$ cat config.mk
export PLATFORM = sky130hd
export DESIGN_NAME = com_mem_arbiter
export DESIGN_NICKNAME = d
export VERILOG_FILES = /design/src/rtl/com_mem_pkg.sv /design/src/rtl/com_mem_rr_arb.sv /design/src/rtl/com_mem_arbiter.sv
export SDC_FILE = /design/constraint.sdc
export NUM_CORES = 1
export LEC_CHECK = 0
export CORE_AREA = 4 4 95 97
export CTS_CLUSTER_DIAMETER = 200
export DETAILED_ROUTE_END_ITERATION = 10
export DIE_AREA = 0 0 99 101
export DONT_BUFFER_PORTS = 1
export GPL_ROUTABILITY_DRIVEN = 0
export PLACE_DENSITY = 0.61
export RECOVER_POWER = 25
export SLEW_MARGIN = 25
export SYNTH_ARGS = -nofsm -noshare
export SYNTH_HDL_FRONTEND = slang
export SYNTH_SLANG_ARGS = --single-unit
$ cat constraint.sdc
create_clock -name clk -period 3.4 [get_ports clk]
set_clock_uncertainty 0.2 [all_clocks]
set_input_delay 0.34 -clock clk [delete_from_list [all_inputs] [get_ports clk]]
set_output_delay 0.34 -clock clk [all_outputs]
set_load 0.02 [all_outputs]
$ cat src/rtl/com_mem_pkg.sv
// Shared constants for the communication-memory arbiter slice.
package com_mem_pkg;

    localparam int COM_MEM_WORDS  = 2024;
    localparam int COM_MEM_ADDR_W = 11;
    localparam int COM_MEM_DATA_W = 32;
    localparam int COM_MEM_BE_W   = 4;
    localparam int COM_MEM_RD_LAT = 2;

endpackage

$ cat src/rtl/com_mem_rr_arb.sv
// Round-robin grant with per-requester lock. The grant is combinational from
// the registered pointer/lock state and the live request vector.
module com_mem_rr_arb #(
    parameter int NUM_REQ = 2,
    parameter int IDX_W   = $clog2(NUM_REQ)
) (
    input  logic               clk,
    input  logic               reset_n,
    input  logic [NUM_REQ-1:0] req,
    input  logic [NUM_REQ-1:0] lock,
    output logic [NUM_REQ-1:0] grant,
    output logic               grant_valid,
    output logic [IDX_W-1:0]   grant_idx
);

    logic [IDX_W-1:0] last_reg;
    logic             locked_reg;
    logic [IDX_W-1:0] owner_reg;

    // Pick the requester: the lock owner only while locked, otherwise the first
    // requester found searching upward from last+1 with wrap-around.
    // Grant is forced off while reset is held so every waitrequest reads high.
    always_comb begin
        int               cand;
        logic [IDX_W-1:0] cand_idx;
        grant       = '0;
        grant_valid = 1'b0;
        grant_idx   = '0;
        cand        = 0;
        cand_idx    = '0;
        if (reset_n) begin
            if (locked_reg) begin
                if (req[owner_reg]) begin
                    grant_valid = 1'b1;
                    grant_idx   = owner_reg;
                end
            end else begin
                for (int k = 1; k <= NUM_REQ; k++) begin
                    cand = int'(last_reg) + k;
                    if (cand >= NUM_REQ) begin
                        cand = cand - NUM_REQ;
                    end
                    cand_idx = IDX_W'(cand);
                    if (!grant_valid && req[cand_idx]) begin
                        grant_valid = 1'b1;
                        grant_idx   = cand_idx;
                    end
                end
            end
            if (grant_valid) begin
                grant[grant_idx] = 1'b1;
            end
        end
    end

    // Remember the accepted requester; its lock bit decides whether the grant
    // is pinned to it (a locked owner dropping lock releases the pin).
    always_ff @(posedge clk or negedge reset_n) begin
        if (!reset_n) begin
            last_reg   <= IDX_W'(NUM_REQ - 1);
            locked_reg <= 1'b0;
            owner_reg  <= '0;
        end else if (grant_valid) begin
            last_reg   <= grant_idx;
            locked_reg <= lock[grant_idx];
            owner_reg  <= grant_idx;
        end
    end

endmodule

$ cat src/rtl/com_mem_arbiter.sv
// Shares one port of the communication memory among NUM_REQ Avalon-MM masters:
// registered memory command, fixed two-cycle read return, out-of-range trap.
module com_mem_arbiter
    import com_mem_pkg::*;
#(
    parameter int NUM_REQ   = 2,
    parameter int MEM_WORDS = COM_MEM_WORDS,
    parameter int ADDR_W    = COM_MEM_ADDR_W
) (
    input  logic                               clk,
    input  logic                               reset_n,
    input  logic [NUM_REQ*ADDR_W-1:0]          rq_address,
    input  logic [NUM_REQ-1:0]                 rq_read,
    input  logic [NUM_REQ-1:0]                 rq_write,
    input  logic [NUM_REQ*COM_MEM_BE_W-1:0]    rq_byteenable,
    input  logic [NUM_REQ*COM_MEM_DATA_W-1:0]  rq_writedata,
    input  logic [NUM_REQ-1:0]                 rq_lock,
    output logic [NUM_REQ-1:0]                 rq_waitrequest,
    output logic [NUM_REQ*COM_MEM_DATA_W-1:0]  rq_readdata,
    output logic [NUM_REQ-1:0]                 rq_readdatavalid,
    output logic [ADDR_W-1:0]                  mem_address,
    output logic [COM_MEM_BE_W-1:0]            mem_byteenable,
    output logic                               mem_chipselect,
    output logic                               mem_write,
    output logic [COM_MEM_DATA_W-1:0]          mem_writedata,
    input  logic [COM_MEM_DATA_W-1:0]          mem_readdata,
    input  logic                               oob_clr,
    output logic                               oob_err
);

    localparam int DW    = COM_MEM_DATA_W;
    localparam int BW    = COM_MEM_BE_W;
    localparam int IDX_W = $clog2(NUM_REQ);

    logic [NUM_REQ-1:0] req;
    logic [NUM_REQ-1:0] grant;
    logic               grant_valid;
    logic [IDX_W-1:0]   grant_idx;

    logic [ADDR_W-1:0]  addr_a [NUM_REQ];
    logic [BW-1:0]      be_a   [NUM_REQ];
    logic [DW-1:0]      wd_a   [NUM_REQ];

    logic [ADDR_W-1:0]  sel_addr;
    logic               sel_write;
    logic               sel_oob;

    logic [ADDR_W-1:0]  mem_address_reg;
    logic [BW-1:0]      mem_byteenable_reg;
    logic               mem_chipselect_reg;
    logic               mem_write_reg;
    logic [DW-1:0]      mem_writedata_reg;

    logic               rd_v1_reg;
    logic [IDX_W-1:0]   rd_owner1_reg;
    logic               rd_oob1_reg;
    logic [NUM_REQ-1:0] rdv_reg;
    logic               rd_oob2_reg;
    logic               oob_err_reg;

    // Unflatten per-requester slices and return read data to the owner only.
    for (genvar gi = 0; gi < NUM_REQ; gi++) begin : g_req
        assign addr_a[gi] = rq_address[gi*ADDR_W +: ADDR_W];
        assign be_a[gi]   = rq_byteenable[gi*BW +: BW];
        assign wd_a[gi]   = rq_writedata[gi*DW +: DW];
        assign rq_readdata[gi*DW +: DW] = (rdv_reg[gi] && !rd_oob2_reg) ? mem_readdata : '0;
    end

    assign req = rq_read | rq_write;

    com_mem_rr_arb #(
        .NUM_REQ (NUM_REQ),
        .IDX_W   (IDX_W)
    ) u_arb (
        .clk         (clk),
        .reset_n     (reset_n),
        .req         (req),
        .lock        (rq_lock),
        .grant       (grant),
        .grant_valid (grant_valid),
        .grant_idx   (grant_idx)
    );

    assign rq_waitrequest = ~grant;

    // A write strobe dominates, so read|write together is treated as a write.
    assign sel_addr  = addr_a[grant_idx];
    assign sel_write = rq_write[grant_idx];
    assign sel_oob   = (32'(sel_addr) >= 32'(MEM_WORDS));

    // Memory command register: chipselect pulses once per accepted in-range transfer.
    always_ff @(posedge clk or negedge reset_n) begin
        if (!reset_n) begin
            mem_address_reg    <= '0;
            mem_byteenable_reg <= '0;
            mem_chipselect_reg <= 1'b0;
            mem_write_reg      <= 1'b0;
            mem_writedata_reg  <= '0;
        end else begin
            mem_chipselect_reg <= grant_valid & ~sel_oob;
            mem_write_reg      <= grant_valid & ~sel_oob & sel_write;
            if (grant_valid) begin
                mem_address_reg    <= sel_addr;
                mem_byteenable_reg <= be_a[grant_idx];
                mem_writedata_reg  <= wd_a[grant_idx];
            end
        end
    end

    // Read return pipeline: stage 1 lines up with the memory command, stage 2
    // with the memory's data, so data is valid exactly two cycles after accept.
    always_ff @(posedge clk or negedge reset_n) begin
        if (!reset_n) begin
            rd_v1_reg     <= 1'b0;
            rd_owner1_reg <= '0;
            rd_oob1_reg   <= 1'b0;
            rdv_reg       <= '0;
            rd_oob2_reg   <= 1'b0;
        end else begin
            rd_v1_reg     <= grant_valid & ~sel_write;
            rd_owner1_reg <= grant_idx;
            rd_oob1_reg   <= sel_oob;
            rdv_reg       <= rd_v1_reg ? (NUM_REQ'(1) << rd_owner1_reg) : '0;
            rd_oob2_reg   <= rd_oob1_reg;
        end
    end

    // Sticky out-of-range flag; a new event beats a simultaneous clear.
    always_ff @(posedge clk or negedge reset_n) begin
        if (!reset_n) begin
            oob_err_reg <= 1'b0;
        end else if (grant_valid && sel_oob) begin
            oob_err_reg <= 1'b1;
        end else if (oob_clr) begin
            oob_err_reg <= 1'b0;
        end
    end

    assign mem_address      = mem_address_reg;
    assign mem_byteenable   = mem_byteenable_reg;
    assign mem_chipselect   = mem_chipselect_reg;
    assign mem_write        = mem_write_reg;
    assign mem_writedata    = mem_writedata_reg;
    assign rq_readdatavalid = rdv_reg;
    assign oob_err          = oob_err_reg;

endmodule
# Word-level counts from Yosys, hierarchy flattened

Cells that the tools add are included.

Bits in registers: 59
Input port bits: 135
Output and inout bits: 118
Word-level logic and storage cells: 93

$add $sub $neg: 4
Order comparisons: 10
Shifts and indexed selects: 1
Muxes and demuxes: 48
Bitwise operators: 8
Reductions and logical operators: 8

Operators by type and width:

| kind                                                                                | number |
|---|---|
| 32-bit 2-to-1 mux                                                                   | 5 |
| 1-bit 2-to-1 mux                                                                    | 33 |
| 11-bit 2-to-1 mux                                                                   | 3 |
| 4-bit 2-to-1 mux                                                                    | 3 |
| 11-bit greater-or-equal comparator, second input constant                           | 1 |
| 1-bit by 2-bit < comparator with 1-bit output, second input constant                | 5 |
| 2-bit 2-to-1 mux                                                                    | 3 |
| 1-bit logical AND                                                                   | 5 |
| 2-bit greater-or-equal comparator, second input constant                            | 2 |
| 1-bit by 2-bit adder with 3-bit output, second input constant                       | 1 |
| 1-bit AND                                                                           | 3 |
| 3-bit by 2-bit greater-or-equal comparator with 1-bit output, second input constant | 1 |
| 1-bit by 1-bit adder with 2-bit output, second input constant                       | 1 |
| 1-bit logical NOT                                                                   | 2 |
| 1-bit inverter                                                                      | 2 |
| 1-bit inverter with 2-bit output                                                    | 1 |
| 2-bit inverter                                                                      | 1 |
| 2-bit OR                                                                            | 1 |
| 2-bit nonzero test                                                                  | 1 |
| 1-bit by 1-bit left shift with 2-bit output, first input constant                   | 1 |
| 1-bit subtractor, second input constant                                             | 2 |
| 1-bit demux with 1-bit select                                                       | 1 |
| 1-bit greater-or-equal comparator, second input constant                            | 1 |

# Depth between registers and ports, before layout

Depth after elaboration: 24
Gate-level depth with buffers: 6

# Hierarchy

A second synthesis with hierarchy kept.

Cells, all modules: 327
Area total of the unflattened synthesis: 3219.3 µm²

By module, submodules not included:

| module          | times used | cells each | area each (µm²) | sequential area each (µm²) |
|---|---|---|---|---|
| com_mem_arbiter | 1          | 306        | 3001.6          | 1401.3 |
| com_mem_rr_arb  | 1          | 21         | 217.7           | 76.3 |

# Least setup slack after synthesis

OpenSTA, ideal clock, no wires.

Path kind: input -> output
Start point: in rq_write[1]
End point: out rq_waitrequest[0]
Arrival: 1420 ps
Slack: 1440 ps
Stages: 6
Buffers on the path: 2
Path through: or2_1 and2_1 o21ai_1 buf_4 buf_8 nand2b_1

Longest elaborated chain between the ends: 18
Elaborated cells between the ends (all ways): 29

Ends and longest elaborated chain:

| what                                                                                                                            | line                  | RTL |
|---|---|---|
| start: declaration                                                                                                              | com_mem_arbiter.sv:14 | `input logic [NUM_REQ-1:0] rq_write,` |
| 2-bit OR *                                                                                                                      | com_mem_arbiter.sv:69 | `assign req = rq_read \| rq_write;` |
| 1-bit 2-to-1 mux (implied by the code) (2 in a row)                                                                             | com_mem_rr_arb.sv:44  | `if (!grant_valid && req[cand_idx]) begin` |
| 1-bit 2-to-1 mux                                                                                                                | com_mem_rr_arb.sv:44  |  |
| 1-bit 2-to-1 mux                                                                                                                | com_mem_rr_arb.sv:32  | `if (locked_reg) begin` |
| 1-bit 2-to-1 mux                                                                                                                | com_mem_rr_arb.sv:31  | `if (reset_n) begin` |
| 1-bit logical NOT                                                                                                               | com_mem_rr_arb.sv:44  |  |
| 1-bit logical AND                                                                                                               | com_mem_rr_arb.sv:44  |  |
| 1-bit 2-to-1 mux                                                                                                                | com_mem_rr_arb.sv:44  |  |
| 1-bit 2-to-1 mux                                                                                                                | com_mem_rr_arb.sv:32  |  |
| 1-bit 2-to-1 mux                                                                                                                | com_mem_rr_arb.sv:31  |  |
| 1-bit by 2-bit < comparator with 1-bit output (implied by the code) / 1-bit greater-or-equal comparator (equally long branches) | com_mem_rr_arb.sv:51  | `grant[grant_idx] = 1'b1;` |
| 1-bit logical AND (implied by the code)                                                                                         | com_mem_rr_arb.sv:51  |  |
| 1-bit 2-to-1 mux (implied by the code)                                                                                          | com_mem_rr_arb.sv:51  |  |
| 1-bit demux with 1-bit select                                                                                                   | -                     |  |
| 2-bit 2-to-1 mux *                                                                                                              | com_mem_rr_arb.sv:50  | `if (grant_valid) begin` |
| 2-bit 2-to-1 mux *                                                                                                              | com_mem_rr_arb.sv:31  |  |
| 2-bit inverter *                                                                                                                | com_mem_arbiter.sv:84 | `assign rq_waitrequest = ~grant;` |
| end: declaration                                                                                                                | com_mem_arbiter.sv:18 | `output logic [NUM_REQ-1:0] rq_waitrequest,` |

Every way passes the cells marked *; elsewhere a longest branch is shown, timed or not. The select of a mux whose other input is x is not followed.

# Worst setup path after layout

Start point: reg u_arb.last_reg
End point: out rq_waitrequest[0]

Longest elaborated chain between the ends: 22
Elaborated cells between the ends (all ways): 36

Ends and longest elaborated chain:

| what                                                                                                                            | line                                       | RTL |
|---|---|---|
| start: declaration                                                                                                              | com_mem_rr_arb.sv:16                       | `logic [IDX_W-1:0] last_reg;` |
| start signal: assignment                                                                                                        | com_mem_rr_arb.sv:60                       | `last_reg <= IDX_W'(NUM_REQ - 1);` |
| start signal: assignment                                                                                                        | com_mem_rr_arb.sv:64                       | `last_reg <= grant_idx;` |
| 1-bit by 1-bit adder with 2-bit output                                                                                          | com_mem_rr_arb.sv:39                       | `cand = int'(last_reg) + k;` |
| 2-bit greater-or-equal comparator / 1-bit subtractor (equally long branches)                                                    | com_mem_rr_arb.sv:40, com_mem_rr_arb.sv:41 |  |
| 1-bit 2-to-1 mux                                                                                                                | com_mem_rr_arb.sv:40                       | `if (cand >= NUM_REQ) begin` |
| 1-bit 2-to-1 mux                                                                                                                | com_mem_rr_arb.sv:32                       |  |
| 1-bit 2-to-1 mux                                                                                                                | com_mem_rr_arb.sv:31                       |  |
| 1-bit 2-to-1 mux (implied by the code) (2 in a row)                                                                             | com_mem_rr_arb.sv:44                       |  |
| 1-bit 2-to-1 mux                                                                                                                | com_mem_rr_arb.sv:44                       |  |
| 1-bit 2-to-1 mux                                                                                                                | com_mem_rr_arb.sv:32                       |  |
| [5 not listed]                                                                                                                  | -                                          |  |
| 1-bit 2-to-1 mux                                                                                                                | com_mem_rr_arb.sv:31                       |  |
| 1-bit by 2-bit < comparator with 1-bit output (implied by the code) / 1-bit greater-or-equal comparator (equally long branches) | com_mem_rr_arb.sv:51                       |  |
| 1-bit logical AND (implied by the code)                                                                                         | com_mem_rr_arb.sv:51                       |  |
| 1-bit 2-to-1 mux (implied by the code)                                                                                          | com_mem_rr_arb.sv:51                       |  |
| 1-bit demux with 1-bit select                                                                                                   | -                                          |  |
| 2-bit 2-to-1 mux *                                                                                                              | com_mem_rr_arb.sv:50                       |  |
| 2-bit 2-to-1 mux *                                                                                                              | com_mem_rr_arb.sv:31                       |  |
| 2-bit inverter *                                                                                                                | com_mem_arbiter.sv:84                      |  |

Marks and branches as above.

==> qor.yml <==
timing:
  hold_viol: 0
  hold_slack_ns: 0.00914
  finalSetupViolCount: 0
  period_needed_ns: 2.61
  slew_headroom_pct: 2.32
  fmax_mhz: 383
  worst_slew_pin_slew_ns: 1.47
  setup-tns-final_ns: 0
  rsz0062_at_grt: "no"
  post-route-period-util_pct: 76.8
  report.final.slew_viol_count: 0
critical_path:
  rr_endpoint: "rd_v1_reg$_DFF_PN0_"
  arrival_ns: 2.07
  timing.reg2reg.worst_path_depth: 5
  cp-end-kind: "output pin"
  crit_fanout: 39
  r2r-start: "u_arb.owner_reg$_DFFE_PN0P_"
  required_ns: 2.86
  reg2reg_slack_ns: 1.20
  setup.worst_path.class: "reg2out"
  start_kind: "flop"
detailed_routing:
  routed_via_density: 5.36
  wl_mm: 8.73
  drt_iter0_markers: 48
  vias: 2375
  drtAntennaViolNets: 0
  drtPass1Iterations: 4
  wl_per_cell_um: 19.7
  drcViolationCount: 0
pwr:
  power_density_mw_per_mm2: 901
  max-vdd-ir-drop_uv: 512
  switching_share_pct: 45.0
  power.total_mw: 3.35
  power_frac_clock_pct: 18.9
  power.leakage_nw: 1.81
  p_switching_mw: 1.51
  internal-power_mw: 1.84
  pwr-share-seq_pct: 49.1
  p_comb_share_pct: 32.0
final_layout:
  fill_cells: 751
  area.growth.synth_to_final_pct: 14.9
  fin_area_sq_mm: 0.00372
  ff_latch_area_sq_mm: 0.00148
  multi_input_area_sq_mm: 0.00148
  drive_above_1_share_pct: 9.79
  largest_reg_flops: 32
  final_nets: 468
placed_design:
  hpwlAfterDp_mm: 6.48
  port_buffers: 0
  placed_area_sq_mm: 0.00329
floorplanning:
  core_sq_mm: 0.00813
  start_util_pct: 39.8
  io_pins: 253
  rows: 33
  dieArea_sq_mm: 0.0100
  die_w_um: 99
  die_h_um: 101
yosys:
  ys_ff_latch: 59
  seq_area_frac_synth_pct: 45.7
  yosys-top-cells-area: "dfrtp_1, and2_1, mux2i_1"
  ys_types: 29
  synth_fp_nets: 449
  synth_top_area_cell: "dfrtp_1"
  synth_area_per_cell_sq_um: 10.3
  syn_inst: 314
  synth_top_cell_area_share_pct: 44.9
  yosys_warnings: 0
  syn_area_sq_mm: 0.00324
global_route:
  grt_start_max_net_pins: 60
  grt_pass1_vias: 2360
  grt_util_all_layers_pct: 16.5
  grt.overflow.total: 0
  grt_pass1_wl_mm: 12.6
  antenna_found_initial: 1
clock_network:
  postCtsSetupRepairBufs: 0
  cts_buffers: 9
  clock_path_buffers: 2
  cts_tree: "yes"
  cts_sinks: 59
  clk_pin_slew_worst_paths_ns: 0.07
  ctsResizeCount: 0
  clk_latency_ns: 0.33
  h-tree-depth: 3
  cts_root_buffer: "clkbuf_8"
  ctsHoldBuffers: 21
run_status:
  outcome: "finished, final reports clean"
hold_path:
  hold_path_depth: 2
  whs_endpoint: "mem_writedata[25]$_DFFE_PN0P_"
  min_path_type: "in2reg"
  worstHoldStart: "rq_writedata[25]"
job:
  cap_violations: 0
-- critical path: stages (launching register included) --
cell      delay (ns)
dfstp_2         0.53
nand2b_1        0.10
o211ai_4        0.40
buf_4           0.44
nand2b_1        0.25
-- cell families after synthesis --
group	synth area share, %
simple gates	15.7
buf+inv	9.36
flops	45.7
mux	18.9
compound gates	10.3
-- power groups by stage --
stage / Combinational (mW) / Clock, mW / Sequential (mW)
5_1_grt: 1.20 / 0.698 / 1.69
3_3_place_gp: 1.01 / 0 / 1.66
4_1_cts: 1.09 / 0.661 / 1.65
2_1_floorplan: 0.926 / 0 / 1.57
3_5_place_dp: 1.06 / 0 / 1.66
6_report: 1.07 / 0.633 / 1.64
-- layout by cell type, fill, tap and decap left out, types with 2 or more instances in the layout --
| cell type | instances |
|---|---|
| and2_1 | 66 |
| dfrtp_1 | 58 |
| inv_1 | 42 |
| o22ai_1 | 41 |
| mux2i_1 | 41 |
| dlygate4sd3_1 | 23 |
| clkbuf_8 | 11 |
| mux2_1 | 8 |
| mux2_2 | 6 |
| buf_4 | 6 |
| nor2b_1 | 4 |
| nand2b_1 | 3 |
| nor2_1 | 3 |
| mux2_4 | 3 |
| a21oi_1 | 2 |
| o211ai_1 | 2 |
| nand4_1 | 2 |
| a21o_1 | 2 |
| clkbuf_1 | 2 |
-- worst max-delay path by stage --
stage / slack [ns] / endpoint / startpoint
2_1_floorplan: 1.44 / rq_waitrequest[0] / rq_write[1]
3_3_place_gp: 1.19 / rq_waitrequest[0] / u_arb.last_reg$_DFFE_PN1P_
3_5_place_dp: 1.11 / rq_waitrequest[0] / u_arb.last_reg$_DFFE_PN1P_
4_1_cts: 0.74 / rq_waitrequest[0] / u_arb.last_reg$_DFFE_PN1P_
5_1_grt: 0.62 / rq_waitrequest[0] / u_arb.last_reg$_DFFE_PN1P_
6_report: 0.79 / rq_waitrequest[0] / u_arb.last_reg$_DFFE_PN1P_
-- cell usage after synthesis (all sizes together) --
library cell,count
clkbuf,7
nor2,4
a21o,2
or2,1
dfrtp,58
o2111a,1
nand3b,1
dfstp,1
or3b,1
o21ai,1
mux2i,41
inv,42
and2,66
a21oi,2
mux2,17
nand4,2
o211ai,3
a211oi,1
o22ai,41
nand2b,3
nor2b,4
buf,15
-- stage by stage --
step | cells | utilization (%) | setup slack (ns)
after floorplan | 314 | - | 1.44
after global placement | 403 | 40.4 | 1.19
after detailed placement | 403 | 40.4 | 1.11
after CTS | 439 | 45.6 | 0.741
after global routing | 443 | 45.7 | 0.621
final | 443 | 45.7 | 0.787
-- layer usage --
metal  share of wire, %  GRT usage [%]  up-vias
met2                 55           30.9      139
met4                1.4           5.36        0
met3                9.2           6.85       10
met5                  0              0        -
met1                 34           16.5     1133
li1                   -              -     1093
-- area by class of cell --
| type | instances | area share, % |
|---|---|---|
| Clock inverter | 2 | 0.942 |
| Clock buffer | 13 | 4.27 |
| Sequential cell | 59 | 39.7 |
| Antenna cell | 1 | 0.0673 |
| Multi-Input combinational cell | 191 | 39.7 |
| Timing Repair Buffer | 30 | 7.54 |
| Inverter | 42 | 4.24 |
| Tap cell | 105 | 3.53 |
Note: power is estimated with default switching activity, not from simulation.
